<file path="src/rtl/uart_pkg.sv">
// Shared UART constants and receiver FSM state encoding.
// The transmitter in uart_top uses the same constants.
package uart_pkg;

    localparam int unsigned UART_DATA_W       = 8;
    localparam int unsigned UART_CLKS_PER_BIT = 868;

    typedef enum logic [2:0] {
        IDLE  = 3'd0,
        START = 3'd1,
        DATA  = 3'd2,
        STOP  = 3'd3,
        HOLD  = 3'd4
    } rx_state_e;

endpackage

</file>
<file path="src/rtl/uart_sync.sv">
// N-flop synchronizer for a single asynchronous input.
// The reset value is configurable so idle-high lines do not see a false edge.
module uart_sync #(
    parameter int unsigned STAGES    = 2,
    parameter logic        RESET_VAL = 1'b1
) (
    input  logic clk,
    input  logic rst_n,
    input  logic d,
    output logic q
);

    logic [STAGES-1:0] sync_r;

    generate
        if (STAGES == 1) begin : g_one
            // Single-flop capture of the asynchronous input.
            always_ff @(posedge clk or negedge rst_n) begin
                if (!rst_n) begin
                    sync_r <= RESET_VAL;
                end else begin
                    sync_r <= d;
                end
            end
        end else begin : g_multi
            // Shift chain: the input enters at bit 0 and leaves at the MSB.
            always_ff @(posedge clk or negedge rst_n) begin
                if (!rst_n) begin
                    sync_r <= {STAGES{RESET_VAL}};
                end else begin
                    sync_r <= {sync_r[STAGES-2:0], d};
                end
            end
        end
    endgenerate

    assign q = sync_r[STAGES-1];

endmodule

</file>
<file path="src/rtl/uart_rx.sv">
// 8N1 UART receiver with a one-entry holding register and valid/ack handshake.
// Samples each bit at its centre, counted from the synchronized start-bit edge.
module uart_rx
    import uart_pkg::*;
#(
    parameter int unsigned CLKS_PER_BIT = UART_CLKS_PER_BIT,
    parameter int unsigned SYNC_STAGES  = 2
) (
    input  logic                   clk,
    input  logic                   rst,
    input  logic                   i_rx,
    output logic [UART_DATA_W-1:0] o_rx_data,
    output logic                   o_rx_valid,
    input  logic                   i_rx_ack,
    output logic                   o_frame_err,
    output logic                   o_overrun,
    output logic                   o_busy
);

    localparam int unsigned CNT_W   = $clog2(CLKS_PER_BIT);
    localparam int unsigned FLUSH_W = $clog2(SYNC_STAGES + 1);
    localparam logic [CNT_W-1:0]   HALF_M1  = CNT_W'(CLKS_PER_BIT / 2 - 1);
    localparam logic [CNT_W-1:0]   FULL_M1  = CNT_W'(CLKS_PER_BIT - 1);
    localparam logic [FLUSH_W-1:0] FLUSH_MX = FLUSH_W'(SYNC_STAGES);

    logic                   rx_s;
    rx_state_e              state_r, state_next_s;
    logic [CNT_W-1:0]       cnt_r, cnt_next_s;
    logic [2:0]             idx_r, idx_next_s;
    logic [UART_DATA_W-1:0] shift_r, shift_next_s;
    logic [FLUSH_W-1:0]     flush_cnt_r;
    logic                   flushed_s;
    logic                   armed_r;
    logic                   tick_s;
    logic                   good_s;
    logic                   bad_s;
    logic [UART_DATA_W-1:0] data_r, data_next_s;
    logic                   valid_r, valid_next_s;
    logic                   frame_err_r, frame_err_next_s;
    logic                   overrun_r, overrun_next_s;
    logic                   busy_r;

    uart_sync #(
        .STAGES    (SYNC_STAGES),
        .RESET_VAL (1'b1)
    ) u_sync (
        .clk   (clk),
        .rst_n (rst),
        .d     (i_rx),
        .q     (rx_s)
    );

    // The synchronizer's reset value is not the real line; only trust rx_s
    // after the chain has flushed, and only arm once the line is seen high.
    assign flushed_s = (flush_cnt_r == FLUSH_MX);

    // Flush tracking and start-detect arming after reset.
    always_ff @(posedge clk or negedge rst) begin
        if (!rst) begin
            flush_cnt_r <= {FLUSH_W{1'b0}};
            armed_r     <= 1'b0;
        end else begin
            if (!flushed_s) begin
                flush_cnt_r <= flush_cnt_r + FLUSH_W'(1);
            end
            if (flushed_s && rx_s) begin
                armed_r <= 1'b1;
            end
        end
    end

    // Sample-point decode from the baud counter.
    always_comb begin
        tick_s = 1'b0;
        case (state_r)
            START:       tick_s = (cnt_r == HALF_M1);
            DATA, STOP:  tick_s = (cnt_r == FULL_M1);
            default:     tick_s = 1'b0;
        endcase
    end

    // Next-state, counter and shift-register logic.
    always_comb begin
        state_next_s = state_r;
        cnt_next_s   = cnt_r;
        idx_next_s   = idx_r;
        shift_next_s = shift_r;
        case (state_r)
            IDLE: begin
                cnt_next_s = {CNT_W{1'b0}};
                idx_next_s = 3'd0;
                if (armed_r && !rx_s) begin
                    state_next_s = START;
                end else begin
                    state_next_s = IDLE;
                end
            end
            START: begin
                // A line that returns high before mid-start is a glitch;
                // dropping out early keeps o_busy short for noise.
                if (rx_s) begin
                    state_next_s = IDLE;
                    cnt_next_s   = {CNT_W{1'b0}};
                end else if (tick_s) begin
                    state_next_s = DATA;
                    cnt_next_s   = {CNT_W{1'b0}};
                    idx_next_s   = 3'd0;
                end else begin
                    cnt_next_s = cnt_r + CNT_W'(1);
                end
            end
            DATA: begin
                if (tick_s) begin
                    shift_next_s[idx_r] = rx_s;
                    cnt_next_s          = {CNT_W{1'b0}};
                    if (idx_r == 3'd7) begin
                        state_next_s = STOP;
                    end else begin
                        idx_next_s = idx_r + 3'd1;
                    end
                end else begin
                    cnt_next_s = cnt_r + CNT_W'(1);
                end
            end
            STOP: begin
                if (tick_s) begin
                    cnt_next_s   = {CNT_W{1'b0}};
                    state_next_s = rx_s ? IDLE : HOLD;
                end else begin
                    cnt_next_s = cnt_r + CNT_W'(1);
                end
            end
            HOLD: begin
                cnt_next_s = {CNT_W{1'b0}};
                if (rx_s) begin
                    state_next_s = IDLE;
                end else begin
                    state_next_s = HOLD;
                end
            end
            default: begin
                state_next_s = IDLE;
                cnt_next_s   = {CNT_W{1'b0}};
                idx_next_s   = 3'd0;
            end
        endcase
    end

    assign good_s = (state_r == STOP) && tick_s && rx_s;
    assign bad_s  = (state_r == STOP) && tick_s && !rx_s;

    // Holding register, handshake and status pulses.
    always_comb begin
        data_next_s      = data_r;
        valid_next_s     = valid_r;
        frame_err_next_s = bad_s;
        overrun_next_s   = 1'b0;
        if (good_s) begin
            if (!valid_r || i_rx_ack) begin
                data_next_s  = shift_r;
                valid_next_s = 1'b1;
            end else begin
                overrun_next_s = 1'b1;
            end
        end else if (valid_r && i_rx_ack) begin
            valid_next_s = 1'b0;
        end else begin
            valid_next_s = valid_r;
        end
    end

    // State and output registers.
    always_ff @(posedge clk or negedge rst) begin
        if (!rst) begin
            state_r     <= IDLE;
            cnt_r       <= {CNT_W{1'b0}};
            idx_r       <= 3'd0;
            shift_r     <= {UART_DATA_W{1'b0}};
            data_r      <= {UART_DATA_W{1'b0}};
            valid_r     <= 1'b0;
            frame_err_r <= 1'b0;
            overrun_r   <= 1'b0;
            busy_r      <= 1'b0;
        end else begin
            state_r     <= state_next_s;
            cnt_r       <= cnt_next_s;
            idx_r       <= idx_next_s;
            shift_r     <= shift_next_s;
            data_r      <= data_next_s;
            valid_r     <= valid_next_s;
            frame_err_r <= frame_err_next_s;
            overrun_r   <= overrun_next_s;
            busy_r      <= (state_next_s != IDLE);
        end
    end

    assign o_rx_data   = data_r;
    assign o_rx_valid  = valid_r;
    assign o_frame_err = frame_err_r;
    assign o_overrun   = overrun_r;
    assign o_busy      = busy_r;

endmodule

</file>
<file path="config.mk">
export PLATFORM = sky130hd
export DESIGN_NAME = uart_rx
export DESIGN_NICKNAME = d
export VERILOG_FILES = /design/src/rtl/uart_pkg.sv /design/src/rtl/uart_sync.sv /design/src/rtl/uart_rx.sv
export SDC_FILE = /design/constraint.sdc
export NUM_CORES = 1
export LEC_CHECK = 0
export CAP_MARGIN = 10
export CORE_MARGIN = 1.5
export CORE_UTILIZATION = 39
export CTS_CLUSTER_SIZE = 30
export DETAILED_ROUTE_END_ITERATION = 12
export GPL_TIMING_DRIVEN = 0
export SLEW_MARGIN = 25
export SYNTH_ARGS = -nofsm -noshare
export SYNTH_HDL_FRONTEND = slang
export SYNTH_SLANG_ARGS = --single-unit
</file>
<file path="constraint.sdc">
create_clock -name clk -period 2.6 [get_ports clk]
set_clock_uncertainty 0.1 [all_clocks]
set_input_delay 0.78 -clock clk [delete_from_list [all_inputs] [get_ports clk]]
set_output_delay 0.78 -clock clk [all_outputs]
set_load 0.02 [all_outputs]
</file>
==> results of run 1 <==
kinds of logic after synthesis:
kind of cell | count (synthesis) | synth area share (%)
muxes | 20 | 11.69
buffers and inverters | 14 | 3.023
and+or+nand+nor | 64 | 21.22
xor gates and xnor gates | 9 | 4.140
AOI/OAI and AO/OA | 10 | 3.286
DFF | 41 | 54.01
adders and majority gates | 4 | 2.628
report_power, final:
group	switching [mW]	leakage, nW	total, mW	internal [mW]
clock network	0.210	0.0574	0.521	0.312
registers	0.00613	0.552	0.652	0.645
logic	0.0387	0.467	0.0604	0.0216
how the worst min path moves through the flow:
stage / from / to / slack [ns] / depth (start not counted)
2_1_floorplan: u_sync.sync_r[0] / u_sync.sync_r[1] / 0.25 / 0
3_3_place_gp: u_sync.sync_r[0] / u_sync.sync_r[1] / 0.25 / 0
3_5_place_dp: u_sync.sync_r[0] / u_sync.sync_r[1] / 0.25 / 0
4_1_cts: u_sync.sync_r[0] / u_sync.sync_r[1] / 0.26 / 0
5_1_grt: u_sync.sync_r[0] / u_sync.sync_r[1] / 0.26 / 0
6_report: u_sync.sync_r[0] / u_sync.sync_r[1] / 0.26 / 0
synthesized netlist by cell type:
library cell	number	area, µm²
mux2_1	18	202.7
nor3_2	4	40.04
inv_1	7	26.28
nand2b_1	2	12.51
or4b_4	1	13.76
and4_1	1	8.760
nor4b_2	1	15.01
mux2i_1	2	20.02
o211ai_1	1	7.510
nor4_1	1	6.260
buf_2	4	20.02
o21ai_0	2	10.01
dfrtp_1	39	975.9
and4bb_1	2	25.02
a221o_1	1	10.01
xor2_1	7	61.31
or3_1	2	12.51
nor3b_1	1	7.510
a21o_1	1	7.510
nand4b_4	1	23.77
nand3_1	13	65.06
ha_1	4	50.05
a21oi_1	4	20.02
and3_1	4	25.02
nor2_1	14	52.55
nand2_1	8	30.03
or2_1	1	6.260
nand4b_1	1	8.760
clkbuf_1	2	7.510
xnor2_1	2	17.52
a211oi_1	1	7.510
nor3_1	2	10.01
nand4bb_1	1	11.26
nor2b_1	1	6.260
or4_1	2	15.01
inv_2	1	3.750
dfstp_2	2	52.55
nor4b_1	1	8.760
worst max-delay path, delay by kind of cell, from the launching register on:
family	cells	cell delay, ns
multiplexers	1	0.34
buffers and inverters	1	0.17
flip-flops	1	0.37
AND/OR/NAND/NOR	4	1.19
flip-flops by register name, indices dropped and copies added, names as in the netlist, 2 cells and up:
| register | count |
|---|---|
| cnt_r | 10 |
| shift_r | 8 |
| idx_r | 3 |
| u_sync.sync_r | 2 |
| o_rx_data | 8 |
| state_r | 3 |
| flush_cnt_r | 2 |
area by class of cell:
cell class	instances	area [µm²]	share of cell area [%]
inverter	8	30.03	1.321
multi-input combinational	107	818.3	35.99
timing repair buffer	16	165.2	7.265
clock inverter	2	37.54	1.651
clock buffer	6	82.58	3.632
sequential	41	1028	45.24
buffer	6	27.53	1.211
tap	67	83.83	3.687
metal layers:
layer | wire length (µm) | share of wire (%) | track usage [%] | vias to the layer above
li1 | - | - | - | 611
met1 | 1527 | 48 | 18.47 | 612
met2 | 1491 | 47 | 22.12 | 24
met3 | 108 | 3.4 | 4.144 | 7
met4 | 70 | 2.2 | 6.289 | 0
met5 | 0 | 0 | 0 | -
stage by stage:
stage	TNS (ns)	area (µm²)	hold WS [ns]	setup WS (ns)
global placement	-12.19	2138	0.2472	-0.3147
global route	0	2273	0.2640	0.1755
CTS	0	2273	0.2625	0.2901
floorplan	0	1904	0.2452	0.5419
finish	0	2273	0.2596	0.3151
detailed placement	0	2153	0.2516	0.1951
==> reports/results.tsv, run 1 <==
stage	metric	value	unit
die	dieArea	5311	µm²
status	status	completed	
sta	slew_viol_final	0	
setup_path	end_kind	flip-flop	
clocking	post_cts_resized	0	
clocking	htreeDepth	2	
final_layout	layoutNonFillerInstCount	253	
setup_path	worstPathMaxFanout	10	
die	die_w	72.88	µm
setup_path	cp-endpoint	shift_r[5]	
clocking	hold_buffers	0	
pwr	power-per-cell-area	542.6	nW/µm²
drt	wl_per_cell	12.63	µm
final_layout	layout_common_cells	dfrtp_1, mux2_1, nor2_1, clkdlybuf4s50_1, nand3_1	
yosys	ys.warnings.count	0	
global_route	track_usage	14.24	%
clocking	postCtsSetupBuffers	0	
clocking	cts_sinks	41	
final_layout	post-route-util	48.13	%
die	rows	25	
global_route	grt-ovfl-total	0	
yosys	synth.distinct_cells	38	
yosys	synth.avg_cell_area	11.76	µm²
pwr	power_leakage	1.077	nW
setup_path	rr_startpoint	state_r[2]	
final_layout	mostFrequentLayoutCell	dfrtp_1	
sta	finalCritPeriodShare	87.88	%
drt	dr.pass1.iters	4	
placement	numPortBuffers	15	
die	start_util	40.32	%
drt	drc	0	
clocking	cts_tree	done	
drt	avgViaCountPerCell	4.957	
die	die_y	72.88	µm
clocking	clk_path_buf_depth	2	
global_route	antenna_found_initial	0	
setup_path	worstSetupPathType	flip-flop to flip-flop	
hold_path	hp-class	flip-flop to flip-flop	
global_route	grt_pass1_wl	5796	µm
drt	via_count	1254	
clocking	numCtsBuffers	5	
pwr	ir_drop	0.3357	mV
final_layout	fin_nets	193	
die	io_pins	16	
drt	ant_nets	0	
final_layout	syn_to_final_growth	19.38	%
yosys	synth.net_count	170	
sta	finalCriticalPeriod	2.285	ns
yosys	ys_ff_latch	41	
placement	placed_cells	245	
die	core	4723	µm²
sta	rsz0062_at_grt	no	
sta	hold_violations	0	
setup_path	crit_path_top_delay_cell	or4b_4	
drt	drt_iter0_drc	79	
clocking	cts.clk_slew.worst_paths	0.08	ns
setup_path	rrSetupSlack	0.32	ns
drt	finalWirelength	3196	µm
flow_run	drv_cap	0	
setup_path	cp.required	2.68	ns
placement	gp_congestion	0.8358	
setup_path	worstPathArrival	2.36	ns
placement	dpl.hpwl	2349	µm
sta	finalSetupViolations	0	
global_route	grt_max_degree	27	
setup_path	critPathLaunchType	flip-flop	
sta	relSlewSlack	71.98	%
setup_path	r2r-end	shift_r[5]	
setup_path	reg2regPathDepth	6	
final_layout	layout-drive-gt1-share	12.90	%
setup_path	critPathLaunch	state_r[2]	
final_layout	fillers	426	
yosys	yosysSeqAreaShare	54.01	%
final_layout	antennaDiodeCount	0	
sta	worst_slew_pin_slew	0.4192	ns
sta	timing.fmax	0.4377	GHz
yosys	syn_inst	162	
global_route	grt_pass1_vias	1292	
pwr	power	1.233	mW
yosys	netlist_area	1904	µm²
clocking	cts-root-buf	clkbuf_8	
setup_path	crit_chain	buf_2 > nand2b_1 > nor2_1 > or4b_4 > nor3_2 > mux2_1	
clocking	clock_latency	0.29	ns
setup_path	slowest_delay	0.54	ns
(Power assumes the default switching activity.)
==> inputs of run 2 (changes only) <==
--- a/config.mk
+++ b/config.mk
@@ -10,7 +10,6 @@
 export CORE_UTILIZATION = 39
 export CTS_CLUSTER_SIZE = 30
 export DETAILED_ROUTE_END_ITERATION = 12
-export GPL_TIMING_DRIVEN = 0
 export SLEW_MARGIN = 25
 export SYNTH_ARGS = -nofsm -noshare
 export SYNTH_HDL_FRONTEND = slang
==> reports/results.tsv, run 2 (synthesized netlist as in run 1, its figures left out) <==
stage	metric	value	unit
placement	dpl-instance-area	2121	µm²
global_route	grt_pass1_wl	5782	µm
placement	numPortBuffers	15	
setup_path	worstPathArrival	2.35	ns
hold_path	hold_path_startpoint	u_sync.sync_r[0]	
clocking	htreeDepth	2	
sta	finalCriticalPeriod	2.276	ns
final_layout	final-seq-area	1028	µm²
setup_path	end_kind	flip-flop	
setup_path	critPathLaunchType	flip-flop	
setup_path	worstSetupPathType	flip-flop to flip-flop	
final_layout	layout-drive-gt1-share	11.05	%
clocking	numCtsBuffers	5	
final_layout	syn_to_final_growth	17.48	%
setup_path	critPathLaunch	state_r[2]	
placement	placed_cells	240	
global_route	antenna_found_initial	0	
drt	dr.pass1.iters	4	
flow_run	drv_cap	0	
status	status	completed	
final_layout	fillers	460	
clocking	clock_latency	0.29	ns
final_layout	top_register	cnt_r	
pwr	ir_drop	0.2864	mV
die	io_pins	16	
final_layout	mostFrequentLayoutCell	dfrtp_1	
clocking	cts.clk_slew.worst_paths	0.07	ns
placement	gp_congestion	0.8269	
drt	drt_iter0_drc	122	
drt	via_count	1236	
global_route	grt_max_degree	27	
pwr	power-per-cell-area	549.1	nW/µm²
sta	relSlewSlack	61.91	%
final_layout	antennaDiodeCount	0	
drt	drc	0	
sta	worst_slew_pin_slew	0.5713	ns
clocking	clk_path_buf_depth	2	
sta	whs	0.2574	ns
die	start_util	40.32	%
final_layout	fin_nets	188	
pwr	power_leakage	1.054	nW
sta	rsz0062_at_grt	no	
clocking	cts_tree	done	
global_route	grt_pass1_vias	1246	
clocking	postCtsSetupBuffers	0	
clocking	cts-root-buf	clkbuf_8	
die	die_y	72.88	µm
global_route	track_usage	14.31	%
final_layout	largest_reg_flops	10	
pwr	power	1.228	mW
drt	wl_per_cell	12.82	µm
sta	finalSetupViolations	0	
die	dieArea	5311	µm²
final_layout	multiInputGateArea	818.3	µm²
final_layout	layout_common_cells	dfrtp_1, mux2_1, nor2_1, clkdlybuf4s50_1, nand3_1	
clocking	cts_sinks	41	
drt	ant_nets	0	
drt	avgViaCountPerCell	4.984	
die	core	4723	µm²
global_route	grt-ovfl-total	0	
sta	timing.fmax	0.4394	GHz
placement	dpl.hpwl	2299	µm
clocking	hold_buffers	0	
hold_path	hp-class	flip-flop to flip-flop	
die	rows	25	
setup_path	cp.required	2.68	ns
die	die_w	72.88	µm
final_layout	layoutNonFillerInstCount	248	
sta	fin_setup_tns	0	ns
final_layout	stdcell_area	2237	µm²
sta	slew_viol_final	0	
sta	hold_violations	0	
drt	finalWirelength	3179	µm
setup_path	worstPathMaxFanout	10	
setup_path	rr_startpoint	state_r[2]	
sta	finalCritPeriodShare	87.54	%
clocking	post_cts_resized	0	
==> run 2: changes by cell type in the layout (fill, tap and decap cells not counted), sizes merged <==
| cell | change |
|---|---|
| clkbuf | -1 |
| buf | -3 |
| clkinvlp | -1 |
==> run 2: layout make-up <==
class                      instances  share of cell area, %
inverter                           8                  1.342
clock inverter                     1                  1.342
sequential                        41                  45.97
clock buffer                       7                  3.859
timing repair buffer              17                  7.159
multi-input combinational        107                  36.58
tap                               67                  3.747
==> run 2: path summary, 6_finish.rpt <==
path | end | slack (ns) | cells after the start
worst min register to register | u_sync.sync_r[1] | 0.26 | 0
max in group asynchronous | u_sync.sync_r[1] | 1.41 | 2
worst max-delay path | o_rx_data[0] | 0.32 | 5
worst min-delay path | u_sync.sync_r[1] | 0.26 | 0
worst max register to register | o_rx_data[0] | 0.32 | 5
min in group asynchronous | o_rx_data[1] | 0.38 | 1
==> run 2: through the flow <==
| step | worst slack (ns) | util (%) |
|---|---|---|
| 5_1_grt | 0.1135 | 47.36 |
| 2_1_floorplan | 0.5419 | - |
| 6_report | 0.3240 | 47.36 |
| 3_3_place_gp | 0.2099 | 44.90 |
| 3_5_place_dp | 0.1815 | 44.90 |
| 4_1_cts | 0.3215 | 47.36 |
==> run 2: power breakdown <==
group / internal, mW / switching (mW) / leakage, nW / total [mW]
logic: 0.0185 / 0.0314 / 0.444 / 0.0500
registers: 0.646 / 0.0128 / 0.552 / 0.658
clock network: 0.313 / 0.207 / 0.0585 / 0.520
==> run 2: metal layers <==
layer	share of wire [%]	wire [µm]	vias up	track usage, %
li1	-	-	604	-
met1	50	1582	605	18.69
met2	45	1425	20	22.02
met3	2.9	93	7	3.453
met4	2.5	78	0	7.547
met5	0	0	-	0
==> run 2: critical path: stages (launching register included) <==
cell and delay [ns]:
dfrtp_1 0.51, nand2b_1 0.28, nand4b_1 0.19, a21oi_1 0.26, and4_1 0.47, mux2_1 0.36
==> inputs of run 3 (changes only) <==
--- a/config.mk
+++ b/config.mk
@@ -14,3 +14,4 @@
 export SYNTH_ARGS = -nofsm -noshare
 export SYNTH_HDL_FRONTEND = slang
 export SYNTH_SLANG_ARGS = --single-unit
+export TNS_END_PERCENT = 50
==> results of run 3 <==
Same layout as run 2: the final DEF is identical, and so are final timing and power.
